**src/rtl/conv3x3_sequencer.sv**
```systemverilog
`default_nettype none
// ============================================================================
// Module   : conv3x3_sequencer
// Purpose  : Frame-level controller for a 3x3 convolution kernel. Accepts
//            image columns (three vertically adjacent pixels per beat) over a
//            valid/ready stream, drives the kernel shift and column inputs,
//            holds the nine 8-bit weights and forwards one 16-bit result per
//            fully populated window over a valid/ready stream with row/column
//            tags.
// Ports    : CLK, RESET (async, active high)
//            start / busy / done            frame control and status
//            cfg_we / cfg_addr / cfg_wdata  weight programming (IDLE only)
//            col_valid / col_ready / col_*  column input stream
//            k_shift / k_in_* / k_w         kernel drive
//            k_out_val                      kernel result (combinational)
//            pix_valid / pix_ready / pix_*  result output stream
// Revision : 1.0 - initial release
// ============================================================================
module conv3x3_sequencer #(
   parameter int IMG_W    = 32,
   parameter int OUT_ROWS = 30,
   parameter int CW       = 6
) (
   input  logic          CLK,
   input  logic          RESET,
   input  logic          start,
   output logic          busy,
   output logic          done,
   input  logic          cfg_we,
   input  logic [3:0]    cfg_addr,
   input  logic [7:0]    cfg_wdata,
   input  logic          col_valid,
   output logic          col_ready,
   input  logic [7:0]    col_a,
   input  logic [7:0]    col_b,
   input  logic [7:0]    col_c,
   output logic          k_shift,
   output logic [7:0]    k_in_a,
   output logic [7:0]    k_in_b,
   output logic [7:0]    k_in_c,
   output logic [71:0]   k_w,
   input  logic [15:0]   k_out_val,
   output logic          pix_valid,
   input  logic          pix_ready,
   output logic [15:0]   pix_data,
   output logic [CW-1:0] pix_row,
   output logic [CW-1:0] pix_col
);

   typedef enum logic [1:0] {
      S_IDLE = 2'd0,
      S_RUN  = 2'd1,
      S_DONE = 2'd2
   } state_t;

   localparam logic [CW-1:0] c_last_col = CW'(IMG_W - 1);
   localparam logic [CW-1:0] c_last_row = CW'(OUT_ROWS - 1);
   localparam logic [CW-1:0] c_fill     = CW'(2);
   localparam logic [CW-1:0] c_one      = CW'(1);
   localparam logic [CW-1:0] c_zero     = '0;

   state_t        r_state;
   logic [CW-1:0] r_col_cnt;
   logic [CW-1:0] r_row_cnt;
   logic [7:0]    r_w [0:8];
   logic          r_busy;
   logic          r_done;

   logic          w_run;
   logic          w_win;
   logic          w_beat;

   // A window exists only once two earlier columns of the same row have been
   // shifted in; the first two beats of every row just refill the taps.
   assign w_run  = (r_state == S_RUN);
   assign w_win  = (r_col_cnt >= c_fill);
   assign w_beat = col_valid & col_ready;

   // Zero-latency handshake: the column that completes a window is consumed
   // in the same cycle its result is accepted, so backpressure on the result
   // stream stalls the column stream directly.
   assign pix_valid = w_run & col_valid & w_win;
   assign col_ready = w_run & (~w_win | pix_ready);
   assign k_shift   = w_beat;

   assign k_in_a   = col_a;
   assign k_in_b   = col_b;
   assign k_in_c   = col_c;
   assign pix_data = k_out_val;
   assign pix_row  = r_row_cnt;
   assign pix_col  = r_col_cnt - c_fill;

   assign busy = r_busy;
   assign done = r_done;

   for (genvar gi = 0; gi < 9; gi++) begin : g_kw
      assign k_w[8*gi +: 8] = r_w[gi];
   end

   always_ff @(posedge CLK or posedge RESET) begin
      if (RESET) begin
         r_state   <= S_IDLE;
         r_col_cnt <= c_zero;
         r_row_cnt <= c_zero;
         r_busy    <= 1'b0;
         r_done    <= 1'b0;
         for (int i = 0; i < 9; i++) begin
            r_w[i] <= 8'd0;
         end
      end else begin
         case (r_state)
            S_IDLE: begin
               // Weights are writable only between frames.
               if (cfg_we && (cfg_addr < 4'd9)) begin
                  r_w[cfg_addr] <= cfg_wdata;
               end
               if (start) begin
                  r_state   <= S_RUN;
                  r_col_cnt <= c_zero;
                  r_row_cnt <= c_zero;
                  r_busy    <= 1'b1;
               end
            end
            S_RUN: begin
               if (w_beat) begin
                  if (r_col_cnt == c_last_col) begin
                     r_col_cnt <= c_zero;
                     if (r_row_cnt == c_last_row) begin
                        r_row_cnt <= c_zero;
                        r_state   <= S_DONE;
                        r_busy    <= 1'b0;
                        r_done    <= 1'b1;
                     end else begin
                        r_row_cnt <= r_row_cnt + c_one;
                     end
                  end else begin
                     r_col_cnt <= r_col_cnt + c_one;
                  end
               end
            end
            S_DONE: begin
               r_done  <= 1'b0;
               r_state <= S_IDLE;
            end
            default: begin
               r_state <= S_IDLE;
               r_busy  <= 1'b0;
               r_done  <= 1'b0;
            end
         endcase
      end
   end

endmodule
`default_nettype wire
```
**config.mk**
```make
export PLATFORM = sky130hd
export DESIGN_NAME = conv3x3_sequencer
export DESIGN_NICKNAME = d
export VERILOG_FILES = /design/src/rtl/conv3x3_sequencer.sv
export SDC_FILE = /design/constraint.sdc
export NUM_CORES = 1
export LEC_CHECK = 0
export ABC_CLOCK_PERIOD_IN_PS = 7800
export CELL_PAD_IN_SITES_DETAIL_PLACEMENT = 2
export CELL_PAD_IN_SITES_GLOBAL_PLACEMENT = 2
export CORE_MARGIN = 2
export CORE_UTILIZATION = 28
export DETAILED_ROUTE_END_ITERATION = 7
export GPL_TIMING_DRIVEN = 1
export PLACE_DENSITY = 0.92
export SLEW_MARGIN = 0
export SYNTH_ARGS = -nofsm -noshare
export SYNTH_HDL_FRONTEND = slang
export SYNTH_SLANG_ARGS = --single-unit
```
**constraint.sdc**
```tcl
create_clock -name CLK -period 7.8 [get_ports CLK]
set_input_delay 1.56 -clock CLK [delete_from_list [all_inputs] [get_ports CLK]]
set_output_delay 1.56 -clock CLK [all_outputs]
set_load 0.01 [all_outputs]
```
# Yosys cells after proc, flatten, opt, wreduce, memory -nomap -nowiden
# Index checks and enable logic that the tools add are counted.
[word_totals]
ff_bits = 88
latch_bits = 0
mem_bits_rw = 0
rom_bits = 0
in_bits = 58
wordCells = 73
mem_count = 0
[op_classes]
add_sub_neg = 3
multipliers = 0
div = 0
magnitude_cmp = 4
eq_ne = 8
n_shift = 0
n_mux = 25
bitwise_logic = 9
n_reduce_logical = 10
[ops]
columns = ["operator", "n"]
rows = [
  ["72-bit bitwise mux", 1],
  ["6-bit two-way mux", 6],
  ["8-bit demux with 4-bit select", 1],
  ["6-bit case mux with 2 select lines", 2],
  ["6-bit by 1-bit adder with 6-bit output, second input constant", 2],
  ["6-bit by 5-bit == test with 1-bit output, second input constant", 2],
  ["4-bit AND reduction", 3],
  ["2-bit two-way mux", 4],
  ["8-bit two-way mux", 1],
  ["1-bit two-way mux", 7],
  ["6-bit by 2-bit greater-or-equal comparator with 1-bit output, second input constant", 1],
  ["6-bit by 2-bit subtractor with 6-bit output, second input constant", 1],
  ["5-bit greater-or-equal comparator, second input constant", 1],
  ["5-bit by 1-bit less-than comparator with 1-bit output, second input constant", 1],
  ["4-bit NOT with 5-bit output", 1],
  ["5-bit AND reduction", 1],
  ["1-bit AND", 4],
  ["4-bit less-than comparator, second input constant", 1],
  ["2-bit by 1-bit != test with 1-bit output, second input constant", 2],
  ["2-bit != test, second input constant", 2],
  ["2-bit case mux with 2 select lines", 1],
  ["1-bit NOT", 3],
  ["1-bit case mux with 3 select lines", 1],
  ["3-bit AND reduction", 1],
  ["other kinds (8)", 9],
]

# Longest topological paths before layout
# Gate-level depths: netlist (run 1).
[depth]
depth_word = 7
mapped_depth = 6
mapped_depth_nobuf = 6

# Worst setup path before layout (run 1)
# Ideal clock, no wire load.
[synth_timing]
path_type = "in2out"
from = "in pix_ready"
to = "out k_shift"
arrival_time_ns = 2.013
required_ns = 6.240
path_slack_ns = 4.227
path_stages = 2
path_buffers = 0
cell_sequence = "a21oi_1 > nor2_1"
[synth_via]
elab_chain_cells = 3
[synth_lines]
columns = ["element", "line", "text"]
rows = [
  ["start: declaration", "44", "input logic pix_ready,"],
  ["1-bit bitwise OR", "83", "assign col_ready = w_run & (~w_win | pix_ready);"],
  ["1-bit AND", "83", ""],
  ["1-bit AND", "77", "assign w_beat = col_valid & col_ready;"],
  ["end: declaration", "37", "output logic k_shift,"],
]
# No other way between the ends.

# Final worst setup path (run 1)
[layout_timing]
from = "in col_valid"
to = "out pix_valid"
[layout_via]
elab_chain_cells = 2
[layout_lines]
columns = ["element", "line", "text"]
rows = [
  ["start: declaration", "32", "input logic col_valid,"],
  ["1-bit AND (2 in series)", "82", "assign pix_valid = w_run & col_valid & w_win;"],
  ["end: declaration", "43", "output logic pix_valid,"],
]
# No other way between the ends.

==> metrics.md, run 1 <==
| Metric | Value |
|---|---|
| Cell variety after synth | between 50 and 60 |
| Simple-gate area share of the yosys netlist | between 10% and 20% |
| Fin area | between 5000 and 6000 sq um |
| Hold Path Class | reg2reg |
| Detailed Routing Iterations Pass 1 | 4 |
| Std cell rows | 44 |
| Internal reg-to-reg setup slack | ~5.5 ns |
| Mux cell area share after synthesis | 19.9% |
| Hold path cells | 1 |
| Number of DRC markers in iteration 0 | between 50 and 60 |
| Total die area | 15,900 sq um |
| Most frequent cells in the layout | clkdlybuf4s50_1 (106), dfrtp_1 (88), mux2_2 (74) |
| I/O pins | between 150 and 200 |
| Compound-Gate Fraction of Synth Area | 6.02% |
| Max transition margin | 44.7% |
| DP Area | slightly above 5000 sq um |
| Die W | 126 microns |
| Avg Vias per Cell | just under 5 |
| Clock Skew | 0.00763 ns |
| Synth Area in XOR/XNOR | less than 1% |
| Postcts setup bufs | 0 |
| ANT nets after route | 0 |
| Pre-CTS WS | 3.16 ns |
| Total number of vias | 2,800 |
| ANT cells | 0 |
| Peak Freq | 214 MHz |
| GPL Wtd Cong | between 0.8 and 0.9 |
| Post-synth top flop | dfrtp_1 |
| Top cell type's share of synthesized area | a little over half |
| Crit path max fanout | 7 |
| CTS Hold Bufs | 0 |
| Area Overhead vs Synth | 30.2% |
| Vias in the first global route | about 3,100 |
| Resize count post-CTS | 0 |
| Final setup violating endpoints | 0 |
| Largest net degree at the start of global routing | 66 |
| Crit path kind | in2out |
| DIE HEIGHT | ~130 microns |
| Synthesized area per cell | roughly 13 sq um |
| Syn nets | a little under 400 |
| Core region area | 14,500 sq um |
| Fillers | between 1,500 and 2,000 |
| Initial Util | between 20 and 30% |
| Core Util, Final | a little under two fifths |
| Arr. time, crit path | about 3.1 ns |
| Total Nets Final | around 460 |
| Share of cells above drive strength 1 | a little over a quarter |
| Root Buffer Master | clkbuf_16 |
| Fin Hold WS | just over 0.5 ns |
| Count of pins over their slew limit | 0 |
| Synthesized instance count | approximately 320 |
| CTS tree | done |
| CP Capture Type | output port |
| HPWL after DPL | slightly below 9 mm |
| Final setup margin | about 3.1 ns |
| Cts bufs inserted | 9 |
| Status | finished clean |
| Total Wirelength | between 10 and 15 mm |
| First-pass GRT wire length | between 15 and 20 mm |
| Reg2reg end | r_col_cnt[1] |
| CP required | around 6.2 ns |
| Hold path endpoint | k_w[58] |
| Clock buffer depth | 2 |
| Most area-hungry cell type in the Yosys netlist | dfrtp_1 |
| RSZ-0062 raised after global routing | no |
| Clock sink total | roughly 90 |
| Sequential fraction of the synthesis area | a little over half |
| Least-Margin Pin Slew | 0.824 ns |
| Fin crit share | 59.8% |
| Overflow after GRT | 0 |
| Gr usage total | between 10% and 20% |
| VDD IR max | 0.000143 V |
| Number of enable flip-flop cells after synthesis | 0 |
| Fin Setup TNS | 0 ns |
| Endpoints failing hold | 0 |
| Initial antenna violation count | 0 |
| Adder-cell share of the synthesized area | ~1.8% |
| Port Buffers | 106 |
| Seq cells post-synth | 88 |
| Power Density | between 200 and 250 nW/um^2 |
| Post-synthesis cell area | ~4200 sq um |
| DRC | 0 |
| Min Clock Period, post-route | between 4 and 5 ns |
| Ys Warns | 0 |
| Most common cell after layout, fill and taps aside | clkdlybuf4s50_1 |
| Max cap viols | 0 |
| Synth async-reset ratio | 100% |
| Combinational family with the most area after synthesis | multiplexers |
| Top post-synthesis cells by area | dfrtp_1 (53%), mux2_2 (20%), buf_4 (7.4%) |
| Worst skew pair latency | about 0.34 ns |
| R2R depth | 6 |
| DR WL/cell | 20.3 microns |
| Static Leak | roughly 0.0024 uW |
| RR Startpoint | r_col_cnt[0] |
| CTS clk-pin slew, worst paths | 0.06 ns |
| Htree depth | 3 |
| Worst setup SP type | input port |
| Hold Path Origin | k_w[58] |
-- worst max path at each step --
stage	from	end	slack [ns]
floorplan	RESET	busy	3.96
global placement	col_valid	pix_valid	3.23
detailed placement	pix_ready	k_shift	3.16
CTS	pix_ready	k_shift	3.16
global route	col_valid	pix_valid	3.03
finish	col_valid	pix_valid	3.13
-- power breakdown --
part           switching, uW  internal (uW)
combinational            114            110
clock                    180            259
sequential              41.0            478
-- stage by stage --
step	instances	power (uW)
floorplan	322	660
finish	582	1180
CTS	582	1210
global placement	566	742
global route	582	1240
detailed placement	566	756
-- cells by family (layout without fill, tap and decap cells) --
family | count (synthesis) | count (layout)
flops | 88 | 88
buf+inv | 55 | 131
simple gates | 62 | 62
fa+ha+maj | 6 | 6
mux | 74 | 74
compound gates | 34 | 34
xor+xnor | 3 | 3
-- cell usage after synthesis (2+ instances only) --
library cell	instances
dfrtp_1	88
mux2_2	74
buf_4	41
nand2_1	9
nor2_1	9
inv_1	8
nand3_1	7
o21ai_0	7
ha_1	6
nand2b_1	6
o31ai_1	5
buf_2	4
a21oi_1	3
a2bb2oi_1	3
nor2b_1	3
nor3_1	3
nor4_1	3
a211oi_1	2
and2_1	2
and3_1	2
nand4_1	2
nor2_2	2
nor3_4	2
o41ai_1	2
xor2_1	2
-- layer usage --
metal | track usage [%] | wire length, microns
met1 | 17.5 | 4700
met2 | 27.5 | 6350
met3 | 4.33 | 581
met4 | 4.46 | 172
met5 | 0 | 0
-- final cells by class --
type                       instances  area [sq um]  share of cell area, %
clock inverter                     5          62.6                   1.15
sequential                        88          2200                   40.5
inverter                           8          31.3                  0.575
clock buffer                      11           243                   4.46
tap                              184           230                   4.23
multi-input combinational        179          1610                   29.5
timing repair buffer             107          1070                   19.6
-- worst max-delay path, cell delays in order --
cell             delay (ns)
clkdlybuf4s50_1        0.60
nand2_1                0.20
a21oi_1                0.18
clkdlybuf4s50_1        0.56
-- flip-flops by register name, indices dropped and copies added (netlist names) --
signal and cells:
r_state 2, busy 1, done 1, r_col_cnt 6, k_w 72, pix_row 6
No activity file was read; power rests on OpenSTA's default activity.
==> run 2, diff against run 1 <==
Settings changed: ABC_CLOCK_PERIOD_IN_PS 7800 to 4500, CORE_UTILIZATION 28 to 26, PLACE_DENSITY 0.92 to 0.86.
Clock period 7.8 ns to 4.5 ns, I/O delays scaled along.
==> run 2 against run 1 <==
Against the previous run: critical path type is now reg2out; global-route usage down 0.81 points; routed wire length up 0.88%; clock skew down 0.0021 ns; via count up 0.43%; combinational power up 72%; power up 73%; largest cell class unchanged.
==> metrics.md, run 2 (synthesized netlist as in run 1, its figures left out) <==
| Metric | Value |
|---|---|
| Status | finished clean |
| Detailed Routing Iterations Pass 1 | 4 |
| CTS Hold Bufs | 0 |
| Sw Share | approximately 29% |
| Clock sink total | between 80 and 90 |
| Htree depth | 3 |
| Reg power frac | approximately 44% |
| DIE HEIGHT | between 100 and 150 microns |
| Pint | roughly 1500 uW |
| Max transition margin | a little over two fifths |
| Placed Cells | about 600 |
| CP bufs+invs | 2 |
| Most common cell after layout, fill and taps aside | clkdlybuf4s50_1 |
| Power Density | approximately 370 nW/um^2 |
| First-pass GRT wire length | between 15 and 20 mm |
| Total die area | 17,100 sq um |
| Number of DRC markers in iteration 0 | ~80 |
| Gr usage total | ~14% |
| HPWL after DPL | between 9 and 10 mm |
| Least-Margin Pin Slew | 0.836 ns |
| CP required | roughly 3.6 ns |
| Initial Util | between 20% and 30% |
| Port Buffers | roughly 110 |
| Worst skew pair latency | around 0.34 ns |
| Endpoints failing hold | 0 |
| RSZ-0062 raised after global routing | no |
| Std cell rows | 46 |
| DR WL/cell | around 19 microns |
| Resize count post-CTS | 0 |
| Fin crit share | about 77% |
| Final setup violating endpoints | 0 |
| Postcts setup bufs | 0 |
| ANT nets after route | 0 |
| Overflow after GRT | 0 |
| Largest net degree at the start of global routing | 47 |
| Clock buffer depth | 2 |
| Switching pwr | roughly 590 uW |
| CTS tree | done |
| Vias in the first global route | around 3,100 |
| Arr. time, crit path | about 2.5 ns |
| Area Overhead vs Synth | 31.3% |
| Most frequent cells in the layout | clkdlybuf4s50_1 (106), dfrtp_1 (88), mux2_2 (74) |
| Hold Path Class | reg2reg |
| Delay-heaviest family, CP | buffers and inverters |
| Critical Path, Cell by Cell | inv_1 > ha_1 > nor4_2 > a21oi_1 > nor2_1 > clkdlybuf4s50_1 |
| Clock Skew | 0.00551 ns |
| Max cap viols | 0 |
| Core region area | approximately 16,000 sq um |
| Total Wirelength | roughly 12 mm |
| Clock share of power | between 30 and 40% |
| Final Non-Filler Cells | 615 |
| Avg Vias per Cell | around 4.6 |
| CP Capture Type | output port |
| CTS clk-pin slew, worst paths | roughly 0.07 ns |
| Share of cells above drive strength 1 | between 20% and 30% |
| Critical-path top delay cell | clkdlybuf4s50_1 |
| ANT cells | 0 |
| VDD IR max | around 0.00021 V |
| Min Clock Period, post-route | 3.44 ns |
| Delay of the slowest critical-path stage | 0.55 ns |
| Comb power frac | about a fifth |
| Worst setup SP type | flip-flop |
| Static Leak | 0.00244 uW |
| Fin Setup TNS | 0 ns |
| Count of pins over their slew limit | 0 |
| Cts bufs inserted | 9 |
| Peak Freq | ~290 MHz |
| Total Nets Final | approximately 460 |
| DRC | 0 |
| Crit path max fanout | 7 |
| Total number of vias | 2,812 |
| Internal reg-to-reg setup slack | between 2 and 2.5 ns |
| Root Buffer Master | clkbuf_16 |
| Crit path kind | reg2out |
| I/O pins | 187 |
| GPL Wtd Cong | ~0.86 |
| Max reg flops | approximately 70 |
| Die W | between 100 and 150 microns |
| Initial antenna violation count | 0 |
[run 2: metrics by stage]
| step | area, sq um | hold slack [ns] | util [%] | worst slack (ns) | total power [uW] |
|---|---|---|---|---|---|
| finish | 5490 | 0.510 | 34.7 | 1.06 | 2050 |
| global route | 5490 | 0.526 | 34.7 | 0.858 | 2170 |
| CTS | 5490 | 0.514 | 34.7 | 1.01 | 2090 |
| detailed placement | 5180 | 0.498 | 32.8 | 1.17 | 1310 |
| global placement | 5180 | 0.488 | 32.8 | 1.23 | 1290 |
| floorplan | 4180 | 0.523 | - | 1.32 | 1140 |
[run 2: path summary, 6_finish.rpt]
check                             startpoint            to  cells after the start
min in group asynchronous              RESET       k_w[48]                      2
worst max register to register  r_col_cnt[0]  r_col_cnt[1]                      6
worst min register to register        k_w[4]        k_w[4]                      1
worst max-delay path            r_col_cnt[0]       k_shift                      6
max in group asynchronous              RESET       k_w[19]                      3
worst min-delay path                  k_w[4]        k_w[4]                      1
[run 2: cell type report]
type	instances	area (sq um)
flip-flops and latches	88	2200
clock buffers	9	225
multi-input cells	179	1610
well taps	216	270
repair buffers	108	1080
clock inverters	7	77.6
fillers	1608	10300
inverters	8	31.3
[run 2: routing by layer]
metal	vias up	global-route usage [%]	share of wire [%]
li1	1250	-	-
met2	96	25.2	51
met3	17	2.52	4.2
met5	-	0	0
met4	0	4.88	1.3
met1	1449	18.1	43
[run 2: power groups by stage]
stage                     Sequential [uW]  Combinational (uW)  Clock (uW)
final                                 899                 386         763
after global routing                  910                 435         824
after CTS                             900                 398         797
after detailed placement              914                 395           0
after global placement                909                 380           0
after floorplan                       897                 248           0
==> run 3, diff against run 2 <==
Settings changed: ABC_CLOCK_PERIOD_IN_PS 4500 to 2900, CORE_UTILIZATION 26 to 23, PLACE_DENSITY 0.86 to 0.81.
Clock period 4.5 ns to 2.9 ns, I/O delays scaled along.
==> run 3 against run 2 <==
Against the previous run: core utilization decreased by 3.5 points; critical path depth is 2 lower; sequential share of layout area shrank 0.61 points; via count increased by 1.2%; clock skew shrank 0.00055 ns; critical path type is now in2out; largest cell class unchanged; highest routed layer unchanged.
==> metrics.md, run 3 (synthesized netlist as in run 1, its figures left out) <==
| Metric | Value |
|---|---|
| First-pass GRT wire length | between 15 and 20 mm |
| Pre-CTS WS | 0.244 ns |
| Count of pins over their slew limit | 0 |
| Fin Setup TNS | 0 ns |
| CTS tree | done |
| Area Overhead vs Synth | 33.5% |
| Detailed Routing Iterations Pass 1 | 4 |
| Clock Skew | between 0.004 and 0.005 ns |
| DP Area | 5250 sq um |
| Clock sink total | just under 90 |
| Crit path kind | in2out |
| CTS Hold Bufs | 0 |
| Most frequent cells in the layout | clkdlybuf4s50_1 (106), dfrtp_1 (86), mux2_2 (74) |
| Max cap viols | 0 |
| Least-Margin Pin Slew | 0.641 ns |
| Met2 Resource Use GR | between 20% and 30% |
| Arr. time, crit path | between 2 and 2.5 ns |
| Worst skew pair latency | roughly 0.34 ns |
| Min Clock Period, post-route | roughly 2.7 ns |
| HPWL after DPL | just under 9 mm |
| Cts bufs inserted | 9 |
| CP required | ~2.3 ns |
| Final setup violating endpoints | 0 |
| Share of cells above drive strength 1 | just under 30% |
| RSZ-0062 raised after global routing | no |
| Peak Freq | around 370 MHz |
| Largest net degree at the start of global routing | 43 |
| Number of DRC markers in iteration 0 | between 50 and 60 |
| Hold Path Class | reg2reg |
| Gr usage total | between 10% and 20% |
| GPL Wtd Cong | approximately 0.84 |
| Max transition margin | a little under three fifths |
| ANT cells | 0 |
| Most common cell after layout, fill and taps aside | clkdlybuf4s50_1 |
| Fin area | about 5600 sq um |
| DR WL/cell | between 15 and 20 microns |
| Final setup margin | ~0.21 ns |
| Root Buffer Master | clkbuf_16 |
| Std cell rows | about 50 |
| Worst setup SP type | input port |
| DRC | 0 |
| Overflow after GRT | 0 |
| Busiest layer in global routing | met2 |
| Htree depth | 3 |
| ANT nets after route | 0 |
| DIE HEIGHT | between 100 and 150 microns |
| Total Nets Final | around 470 |
| Initial Util | 23.4% |
| Total power | around 3200 uW |
| Crit path max fanout | 7 |
| Avg Vias per Cell | ~4.5 |
| Total number of vias | between 2,000 and 3,000 |
| Fin crit share | between 90 and 100% |
| Vias in the first global route | 3,084 |
| CP Capture Type | output port |
| Port Buffers | around 110 |
| Met1 GRT Util | approximately 16% |
| Die W | about 140 microns |
| Clock buffer depth | 2 |
| Endpoints failing hold | 0 |
| Power Density | approximately 570 nW/um^2 |
| CTS clk-pin slew, worst paths | roughly 0.070 ns |
| Total die area | 19,300 sq um |
| Static Leak | between 0.002 and 0.0025 uW |
| Core region area | around 18,000 sq um |
| Initial antenna violation count | 0 |
| Total Wirelength | ~12 mm |
| VDD IR max | 0.000326 V |
| GR Util met3 | ~3.3% |
| Status | finished clean |
| I/O pins | 187 |
| Max reg flops | 72 |
==> run 3: layout make-up <==
class	instances	area [sq um]
multi-input combinational	179	1630
clock inverter	5	40.0
fill	1906	12300
tap	229	287
inverter	8	31.3
timing repair buffer	116	1150
clock buffer	11	243
sequential	88	2200
==> run 3: path summary, 6_finish.rpt <==
path                            start         to  slack [ns]  cells past startpoint
setup / recovery            col_valid  pix_valid        0.21                      4
hold / removal                k_w[24]    k_w[24]        0.51                      1
setup reg to reg           r_state[1]    k_w[67]        0.85                      4
hold reg to reg               k_w[24]    k_w[24]        0.51                      1
max in group asynchronous       RESET     k_w[3]        1.63                      3
min in group asynchronous       RESET    k_w[50]        0.63                      2
==> run 3: metrics by stage <==
step | hold WS [ns] | instances | utilization [%]
finish | 0.508 | 636 | 31.2
global route | 0.518 | 636 | 31.2
CTS | 0.511 | 633 | 31.0
detailed placement | 0.498 | 617 | 29.3
global placement | 0.490 | 617 | 29.3
floorplan | 0.523 | 322 | -
==> run 3: worst max-delay path: stages <==
cell             delay [ns]
clkdlybuf4s50_1        0.59
nand2_1                0.20
a21oi_1                0.18
clkdlybuf4s50_1        0.56
==> run 3: what timing repair did <==
item,4_1_cts,5_1_grt
endpoints found under the setup margin,2,2
hold endpoints to repair,0,0
cloned,0,0
pin swaps,0,1
buffers inserted,0,3
resized for setup,3,2
==> run 3: where the power goes <==
group          leakage [uW]  internal, uW  switching [uW]  total (uW)
sequential          0.00120          1290             114        1400
combinational       0.00114           337             329         666
clock              0.000128           609             498        1110
total               0.00246          2240             941        3180
==> run 3: per-layer routing <==
metal / part of all wire, % / wire [microns]
met1: 44 / 5270
met2: 49 / 5890
met3: 5.0 / 599
met4: 1.3 / 151
met5: 0 / 0
